--- src/rtl/mole_pkg.sv ---
// Shared types and constants for the whack-a-mole scheduler.
// Holds the FSM state encoding and the hole-index selection rule.
package mole_pkg;

    typedef enum logic [1:0] {
        S_IDLE = 2'd0,
        S_GAP  = 2'd1,
        S_UP   = 2'd2,
        S_DONE = 2'd3
    } state_t;

    localparam int NUM_MOLES = 8;
    localparam int IDX_W     = 3;

    // Never pop the same hole twice in a row: step to the neighbour, wrapping at 8.
    function automatic logic [IDX_W-1:0] pick_idx(input logic [IDX_W-1:0] cand,
                                                  input logic [IDX_W-1:0] last);
        return (cand == last) ? cand + 3'd1 : cand;
    endfunction

endpackage

--- src/rtl/mole_timer.sv ---
// Loadable tick-enabled down counter, shared by the gap and mole-up phases.
// Load has priority over decrement; the count holds at zero.
module mole_timer #(
    parameter int W = 10
) (
    input  logic         i_clk,
    input  logic         i_rst,
    input  logic         i_tick,
    input  logic         i_load,
    input  logic [W-1:0] i_load_val,
    output logic [W-1:0] o_count,
    output logic         o_zero
);

    logic [W-1:0] r_count;

    always_ff @(posedge i_clk or posedge i_rst) begin
        if (i_rst) begin
            r_count <= '0;
        end else if (i_load) begin
            r_count <= i_load_val;
        end else if (i_tick && (r_count != '0)) begin
            r_count <= r_count - 1'b1;
        end
    end

    assign o_count = r_count;
    assign o_zero  = (r_count == '0);

endmodule

--- src/rtl/mole_scheduler.sv ---
// Turns LFSR values into a timed sequence of mole pop-ups and judges button hits.
// Two-process FSM; all outputs come straight from registers.
//
// state | meaning
// IDLE  | no game since reset, waiting for start
// GAP   | dark interval between moles, gap timer running
// UP    | one mole lit, up timer running, judging presses
// DONE  | all rounds resolved, game_over high until next start
module mole_scheduler
    import mole_pkg::*;
#(
    parameter int UP_TICKS = 750,
    parameter int GAP_BASE = 200,
    parameter int GAP_STEP = 50,
    parameter int ROUNDS   = 30,
    parameter int CNT_W    = 8
) (
    input  logic                 i_clk,
    input  logic                 i_rst,
    input  logic                 i_tick,
    input  logic                 i_start,
    input  logic [5:0]           i_rand_q,
    input  logic [NUM_MOLES-1:0] i_btn,
    output logic [NUM_MOLES-1:0] o_mole_led,
    output logic [CNT_W-1:0]     o_score,
    output logic [CNT_W-1:0]     o_miss,
    output logic                 o_busy,
    output logic                 o_game_over
);

    localparam int GAP_MAX = GAP_BASE + GAP_STEP * 7;
    localparam int TMR_MAX = (UP_TICKS > GAP_MAX) ? UP_TICKS : GAP_MAX;
    localparam int TMR_W   = $clog2(TMR_MAX + 1);
    localparam int RND_W   = $clog2(ROUNDS + 1);

    function automatic logic [CNT_W-1:0] sat_inc(input logic [CNT_W-1:0] v);
        return (&v) ? v : v + 1'b1;
    endfunction

    state_t               r_state, w_state_n;
    logic [NUM_MOLES-1:0] r_led, w_led_n;
    logic [CNT_W-1:0]     r_score, w_score_n, r_miss, w_miss_n;
    logic [RND_W-1:0]     r_round, w_round_n;
    logic [IDX_W-1:0]     r_last, w_last_n, w_idx;
    logic                 r_busy, w_busy_n, r_over, w_over_n;
    logic                 w_tmr_load, w_zero, w_expire, w_hit, w_wrong;
    logic [TMR_W-1:0]     w_tmr_val, w_gap, w_count;

    mole_timer #(.W(TMR_W)) u_timer (
        .i_clk      (i_clk),
        .i_rst      (i_rst),
        .i_tick     (i_tick),
        .i_load     (w_tmr_load),
        .i_load_val (w_tmr_val),
        .o_count    (w_count),
        .o_zero     (w_zero)
    );

    // Expiry is the tick that takes the counter to zero, not the cycle after.
    assign w_expire = i_tick && (w_zero || (w_count == TMR_W'(1)));
    assign w_gap    = TMR_W'(GAP_BASE + GAP_STEP * int'(i_rand_q[5:3]));
    assign w_idx    = pick_idx(i_rand_q[2:0], r_last);
    assign w_hit    = |(i_btn & r_led);
    assign w_wrong  = |(i_btn & ~r_led);

    always_comb begin
        w_state_n  = r_state;
        w_led_n    = r_led;
        w_score_n  = r_score;
        w_miss_n   = r_miss;
        w_round_n  = r_round;
        w_last_n   = r_last;
        w_busy_n   = r_busy;
        w_over_n   = r_over;
        w_tmr_load = 1'b0;
        w_tmr_val  = w_gap;
        unique case (r_state)
            S_IDLE, S_DONE: begin
                if (i_start) begin
                    w_score_n  = '0;
                    w_miss_n   = '0;
                    w_round_n  = '0;
                    w_over_n   = 1'b0;
                    w_busy_n   = 1'b1;
                    w_tmr_load = 1'b1;
                    w_state_n  = S_GAP;
                end
            end
            S_GAP: begin
                if (w_expire) begin
                    w_led_n    = {{(NUM_MOLES-1){1'b0}}, 1'b1} << w_idx;
                    w_last_n   = w_idx;
                    w_tmr_load = 1'b1;
                    w_tmr_val  = TMR_W'(UP_TICKS);
                    w_state_n  = S_UP;
                end
            end
            S_UP: begin
                if (w_hit || w_expire) begin
                    if (w_hit) w_score_n = sat_inc(r_score);
                    else       w_miss_n  = sat_inc(r_miss);
                    w_led_n   = '0;
                    w_round_n = r_round + 1'b1;
                    if (r_round == RND_W'(ROUNDS - 1)) begin
                        w_busy_n  = 1'b0;
                        w_over_n  = 1'b1;
                        w_state_n = S_DONE;
                    end else begin
                        w_tmr_load = 1'b1;
                        w_state_n  = S_GAP;
                    end
                end else if (w_wrong) begin
                    w_miss_n = sat_inc(r_miss);
                end
            end
            default: w_state_n = S_IDLE;
        endcase
    end

    always_ff @(posedge i_clk or posedge i_rst) begin
        if (i_rst) begin
            r_state <= S_IDLE;
            r_led   <= '0;
            r_score <= '0;
            r_miss  <= '0;
            r_round <= '0;
            r_last  <= '0;
            r_busy  <= 1'b0;
            r_over  <= 1'b0;
        end else begin
            r_state <= w_state_n;
            r_led   <= w_led_n;
            r_score <= w_score_n;
            r_miss  <= w_miss_n;
            r_round <= w_round_n;
            r_last  <= w_last_n;
            r_busy  <= w_busy_n;
            r_over  <= w_over_n;
        end
    end

    assign o_mole_led  = r_led;
    assign o_score     = r_score;
    assign o_miss      = r_miss;
    assign o_busy      = r_busy;
    assign o_game_over = r_over;

endmodule

--- config.mk ---
export PLATFORM = sky130hd
export DESIGN_NAME = mole_scheduler
export DESIGN_NICKNAME = d
export VERILOG_FILES = /design/src/rtl/mole_pkg.sv /design/src/rtl/mole_timer.sv /design/src/rtl/mole_scheduler.sv
export SDC_FILE = /design/constraint.sdc
export NUM_CORES = 1
export LEC_CHECK = 0
export ABC_AREA = 1
export ABC_CLOCK_PERIOD_IN_PS = 1620
export CORE_MARGIN = 2
export CORE_UTILIZATION = 52
export CTS_BUF_LIST = sky130_fd_sc_hd__clkbuf_8
export DETAILED_ROUTE_END_ITERATION = 16
export PLACE_DENSITY_LB_ADDON = 0.2
export SYNTH_ARGS = -nofsm -noshare
export SYNTH_HDL_FRONTEND = slang
export SYNTH_SLANG_ARGS = --single-unit
--- constraint.sdc ---
create_clock -name i_clk -period 1.62 [get_ports i_clk]
set_input_delay 0.405 -clock i_clk [delete_from_list [all_inputs] [get_ports i_clk]]
set_output_delay 0.405 -clock i_clk [all_outputs]
set_load 0.03 [all_outputs]
# After elaboration in Yosys (flattened, before gate mapping)
# Cells that the tools add are included.
[op_classes]
addsub = 6
multipliers = 1
mux = 39
eq_ne = 14
reduce_logical = 22
shift = 1
bitwise_logic = 3
[ops]
columns = ["op", "count"]
rows = [
  ["$mux W8", 10],
  ["$pmux W8 S2", 3],
  ["$mux W10", 4],
  ["$add A8 B1 Y8 const B", 2],
  ["$and A8 B8 Y8", 2],
  ["$reduce_and A8 Y1", 2],
  ["$reduce_or A8 Y1", 2],
  ["$ne A2 B2 Y1 const B", 6],
  ["$add A8 B9 Y10 const A", 1],
  ["$eq A10 B1 Y1 const B", 1],
  ["$logic_not A10 Y1", 1],
  ["$mux W1", 10],
  ["$mux W5", 2],
  ["$pmux W5 S2", 1],
  ["$reduce_bool A10 Y1", 1],
  ["$sub A10 B1 Y10 const B", 1],
  ["$reduce_and A3 Y1", 3],
  ["$mul A5 B3 Y8 const A", 1],
  ["$mux W2", 4],
  ["$not A8 Y8", 1],
  ["$reduce_and A4 Y1", 2],
  ["$shl A1 B3 Y8 const A", 1],
  ["$ne A3 B3 Y1 const B", 2],
  ["$pmux W2 S3", 1],
  ["other kinds (16)", 22],
]
[word_totals]
out_inout_bits = 26
word_cells = 95
in_bits = 18
regBits = 46

# Logic depth before layout (Yosys ltp)
[depth]
ltp_word = 7
ltp_mapped = 13
depth_no_buf = 12

# Modules after synthesis
# A second synthesis with hierarchy kept.
[hier_totals]
hier_cells = 503
area_unflattened_um2 = 3355.7
[modules_own_cells]
columns = ["mod", "cells_each", "n_inst", "area_each_um2", "seq_area_each_um2"]
rows = [
  ["mole_scheduler", 384, 1, 2601.2, 900.9],
  ["mole_timer", 119, 1, 754.5, 250.2],
]

# Least setup slack after synthesis
# Ideal clock, no wire load.
[synth_timing]
path_type = "input port to flip-flop"
start = "in i_rand_q[4]"
end = "reg u_timer.r_count[8], in the netlist u_timer.o_count[8]"
slack_ns = -0.141
required_ns = 1.496
setup_ns = 0.124
path_buffers = 0
arrival_time_ns = 1.636
stages = 10
cell_sequence = "inv_1 -> ha_1 -> inv_1 -> ha_1 -> ha_1 -> inv_1 -> nand3_1 -> xnor2_1 -> nand4_1 -> nand3_1"
[synth_via]
elab_chain_len = 5
[synth_rtl]
columns = ["item", "line", "source"]
rows = [
  ["start, declared", "mole_scheduler.sv:22", "input logic [5:0] i_rand_q,"],
  ["$mul A5 B3 Y8 (*)", "mole_scheduler.sv:61", "assign w_gap = TMR_W'(GAP_BASE + GAP_STEP * int'(i_rand_q[5:3]));"],
  ["$add A8 B9 Y10 (*)", "mole_scheduler.sv:61", ""],
  ["$mux W10", "mole_scheduler.sv:90", "if (w_expire) begin"],
  ["$mux W10 (*)", "mole_scheduler.sv:77", "unique case (r_state)"],
  ["$mux W10 (*)", "mole_timer.sv:20", "end else if (i_load) begin"],
  ["end signal, assigned", "mole_timer.sv:21", "r_count <= i_load_val;"],
  ["end signal, assigned", "mole_timer.sv:23", "r_count <= r_count - 1'b1;"],
  ["end, declared", "mole_timer.sv:15", "logic [W-1:0] r_count;"],
]
# Mark *: on every way between the ends. The rest lies on a longest branch, timed or not.
# A chain may end at the register's enable or synchronous reset.

# Worst setup path after layout
[layout_timing]
start = "reg r_state[1]"
end = "reg r_led[2], in the netlist o_mole_led[2]"
[layout_via]
elab_chain_len = 3
word_cells_on_any_way = 7
cone_classes = "4 x eq/ne; 1 x mux; 2 x reduce/logical"
[layout_rtl]
columns = ["item", "line", "source"]
rows = [
  ["start, declared", "mole_scheduler.sv:40", "state_t r_state, w_state_n;"],
  ["start signal, assigned", "mole_scheduler.sv:131", "r_state <= w_state_n;"],
  ["$eq A2 B2 Y1 or $eq A2 B1 Y1 (tied branches)", "mole_scheduler.sv:77", ""],
  ["$ne A2 B2 Y1 (no source line) or $reduce_bool A2 Y1 (tied branches)", "n/a", ""],
  ["$reduce_and A3 Y1 (no source line)", "n/a", ""],
  ["end signal, assigned", "mole_scheduler.sv:132", "r_led <= w_led_n;"],
  ["end, declared", "mole_scheduler.sv:41", "logic [NUM_MOLES-1:0] r_led, w_led_n;"],
]
# Parallel ways exist; a longest one is shown, timed or not.

==> results.md <==
Synthesis:
- The cell area that synthesis handed to floorplanning was between 3000 and 4000 um^2.
- Counting every instance in the synthesized netlist gives roughly 420.
- Yosys printed 0 warnings.
- Counting every net in the synthesized netlist gives roughly 460.
- In this run, distinct cell masters in the synthesized netlist total 39.
- For this run, the register share of the synthesized area comes to 0.361.
- The average cell area after synthesis is roughly 7.6 um^2.
- Counting flops and latches in the post-synthesis netlist gives between 40 and 50.

Clock network:
- The maximum level of the CTS H-tree is 2.
- The clock reaches the later pin of the worst-skew pair after around 0.31 ns.
- After clock tree synthesis, the flow added hold-fix buffers numbering 0.
- The CTS clock-pin slew for the worst setup and hold paths is roughly 0.090 ns.
- The total number of clock tree sinks is 46.
- The cell sitting at the root of the clock tree is a sky130_fd_sc_hd__clkbuf_8.
- No sink is reached through more buffers than the 2 on the longest clock path.
- TritonCTS built the clock tree.
- The number of CTS-inserted buffers is 5.

Worst setup path:
- The largest incremental delay on the critical path is ~0.42 ns.
- The type of element launching the critical path is a flop.
- The endpoint identified for the worst register-to-register timing path is o_mole_led[2]$_DFFE_PP0P_.
- The worst register-to-register path begins at r_state[1]$_DFFE_PP0P_.
- The worst setup path is captured at a flop.
- At the worst endpoint, the arrival time is 1.99 ns.
- The worst register-to-register path has a setup slack of -0.15 ns.
- The data required time at the worst endpoint is 1.84 ns.
- The launching element of the worst setup path is r_state[1]$_DFFE_PP0P_.
- The signal on the critical path passes through buf_4 -> inv_1 -> ha_1 -> nand4_2 -> buf_6 -> o21ai_4 -> nand2_8 -> inv_8 -> nand3_2 -> o21ai_1.
- The end of the critical path is o_mole_led[2]$_DFFE_PP0P_.
- The maximum fanout count along the critical path is 4.
- The type of the worst setup path is flop to flop.
- Measured in cells, the most critical reg-to-reg path has a length of 10.
- The master of the slowest instance on the critical path is sky130_fd_sc_hd__dfrtp_1.

STA:
- Setup repair after global routing could not meet its margin everywhere.
- The count of endpoints failing hold in the final timing report is 0.
- Measured against its own limit, the worst slew margin works out to 0.738.
- Once routing completed, OpenROAD measured the worst setup slack at -0.147 ns.
- The max-slew violation count is 0.
- Setup violations remaining at the end of the flow were counted as 32.
- On the final layout, the worst clock skew is 0.0108 ns.
- The transition time of the tightest slew-check pin is 0.390 ns.
- Dividing the final minimum period by the clock period gives 1.09.
- The final hold slack is 0.327 ns.
- The highest attainable clock frequency is ~0.57 GHz.
- The shortest period the worst path allows is 1.77 ns.

Routing:
- The count of nets left with antenna violations once routing finished came out at 0.
- The first TritonRoute pass finished after 4 iterations.
- For this run, design rule violations remaining after detail routing come to 0.
- In the routed layout, each cell is associated on average with a via count of approximately 5.4.
- The count of vias placed by the detailed router is 3328.
- After detailed routing, the total wire length is around 9400 um.
- The detailed-route wire length per cell is approximately 15 um.
- The detailed router finished its first iteration with roughly 190 violations.

Floorplanning:
- The floorplan has 28 rows.
- Measured along the x axis, the die boundary spans slightly above 80 um.
- During I/O placement, the number of pins put on the boundary was 44.
- From bottom edge to top edge, the die measures ~82 um.
- The area of the core region is around 6000 um^2.
- The initial utilization of the core area, before any placement, comes to 0.539.
- The total die area is 6780 um^2.

Final layout:
- The number of antenna repair diodes is 0.
- The final layout net count is between 500 and 600.
- Of the cells placed in the final design, the portion with a size suffix greater than 1 is 0.366.
- The layout overhead on the synthesized area is 50.0%.
- At the end of the flow the core is filled with cells to 0.808.

Power:
- The power density of the placed cells is 1250 nW/um^2.
- The worst-case IR drop observed on VDD is ~0.8 mV.
- For this design the static power due to leakage is 2.44 nW.
- The completed layout was analyzed and its total power is roughly 6 mW.

Place:
- OpenSTA, run right after detailed placement, puts the worst setup slack at -0.582 ns.
- The detailed placement HPWL is approximately 6000 um.
- At the end of routability-driven placement, the weighted congestion stood at a little under 0.9.
- The count of buffers added on input and output ports is between 40 and 50.

Global route:
- The via count of the first global-routing pass was roughly 3200.
- The initial antenna violation count is 0.
- The total overflow reported by the global router is 0.
- The wire length of the first global-routing pass is roughly 14000 um.
- The total routing resource utilization after global routing is 0.273.
- The pin count of the biggest net entering global routing is 22.

Hold path:
- In this run the worst hold path is classified as primary input to asynchronous set/reset pin.

Flow run:
- The tool flagged a number of max-cap violations equal to 0.

Status:
- The final reports fail on setup timing.
- The run finished, with violations left.
## Yosys cell counts (all sizes together)
cell type  number  area, um^2
ha             17         213
nand3          29         173
nand3b          1        7.51
nand2         117         503
and3            1        6.26
xnor2           7        61.3
dfrtp          46        1150
a31o            1        8.76
nand4          17         113
nor3            3        15.0
clkbuf          2        7.51
inv            58         218
a21oi           4        27.5
or2             3        18.8
o21ai          39         221
buf             5        38.8
o22ai           2        12.5
nor3b           3        22.5
nor2           47         206
o21bai          1        7.51
nor4            1        6.26
o31ai           3        22.5
xor2           14         123
o21a            1        7.51
## layout by cell type, fill, tap and decap left out, types with 6 or more instances in the layout
cell                            instances
sky130_fd_sc_hd__buf_4                 61
sky130_fd_sc_hd__buf_6                 16
sky130_fd_sc_hd__clkbuf_8               6
sky130_fd_sc_hd__dfrtp_1               46
sky130_fd_sc_hd__dlygate4sd2_1         28
sky130_fd_sc_hd__ha_1                  12
sky130_fd_sc_hd__inv_1                 41
sky130_fd_sc_hd__inv_2                 15
sky130_fd_sc_hd__nand2_1               90
sky130_fd_sc_hd__nand2_2               12
sky130_fd_sc_hd__nand2_4               13
sky130_fd_sc_hd__nand3_1               18
sky130_fd_sc_hd__nand3_4                6
sky130_fd_sc_hd__nand4_1               16
sky130_fd_sc_hd__nor2_1                31
sky130_fd_sc_hd__nor2_2                12
sky130_fd_sc_hd__o21ai_0               13
sky130_fd_sc_hd__o21ai_1               10
sky130_fd_sc_hd__o21ai_2               14
sky130_fd_sc_hd__xor2_1                14
## metrics by stage
| stage | setup TNS, ns | instances | area [um^2] |
|---|---|---|---|
| CTS | -1.33 | 621 | 4610 |
| global placement | -15.75 | 606 | 4280 |
| finish | -2.62 | 622 | 4780 |
| floorplan | 0 | 422 | 3210 |
| detailed placement | -17.13 | 606 | 4280 |
| global route | -5.60 | 622 | 4780 |
## layout make-up
type / count / area, um^2
repair buffers: 123 / 1070
clock buffers: 6 / 82.6
multi-input cells: 312 / 2140
fillers: 386 / 1140
inverters: 58 / 230
clock inverters: 2 / 8.76
well taps: 75 / 93.8
flip-flops and latches: 46 / 1150
## worst min-delay path by stage
stage / end / slack [ns] / cells past startpoint
2_1_floorplan: r_last[0]$_DFFE_PP0P_ / 0.47 / 2
3_3_place_gp: o_busy$_DFFE_PP0P_ / 0.48 / 2
3_5_place_dp: o_game_over$_DFFE_PP0P_ / 0.49 / 1
4_1_cts: r_last[1]$_DFFE_PP0P_ / 0.35 / 2
5_1_grt: r_last[1]$_DFFE_PP0P_ / 0.34 / 2
6_report: r_last[1]$_DFFE_PP0P_ / 0.33 / 2
## power by group
| part | switching [mW] | internal, mW |
|---|---|---|
| combinational | 2.02 | 1.59 |
| clock | 0.415 | 0.339 |
| sequential | 0.231 | 1.39 |
| total | 2.67 | 3.33 |
## flip-flops by register name, indices dropped and copies added (netlist names)
| signal | cells |
|---|---|
| o_game_over | 1 |
| r_last | 3 |
| r_state | 2 |
| o_score | 8 |
| o_miss | 8 |
| u_timer.o_count | 10 |
| r_round | 5 |
| o_busy | 1 |
| o_mole_led | 8 |
## worst max-delay path, delay by kind of cell (launching register included)
| family | cells | cell delay, ns |
|---|---|---|
| flops | 1 | 0.42 |
| simple gates | 3 | 0.35 |
| buf+inv | 4 | 0.45 |
| compound gates | 2 | 0.25 |
| fa+ha+maj | 1 | 0.19 |
## cell families after synthesis
group,synth area share
flops,0.361
compound gates,0.0965
fa+ha+maj,0.0667
xor+xnor,0.0576
buf+inv,0.0827
simple gates,0.336
## timing repair
| item | CTS | global route |
|---|---|---|
| setup endpoints to repair | 72 | 54 |
| buffers inserted | 6 | 1 |
| pin swaps | 41 | 20 |
| gates resized for setup | 101 | 63 |
| cloned | 1 | 0 |
## routing by layer
metal  part of all wire  global-route usage
met2               0.53               0.501
met3              0.036              0.0511
met5                  0                   0
met1               0.41               0.320
met4              0.023              0.0867
Power figures use the tool's default switching activity.
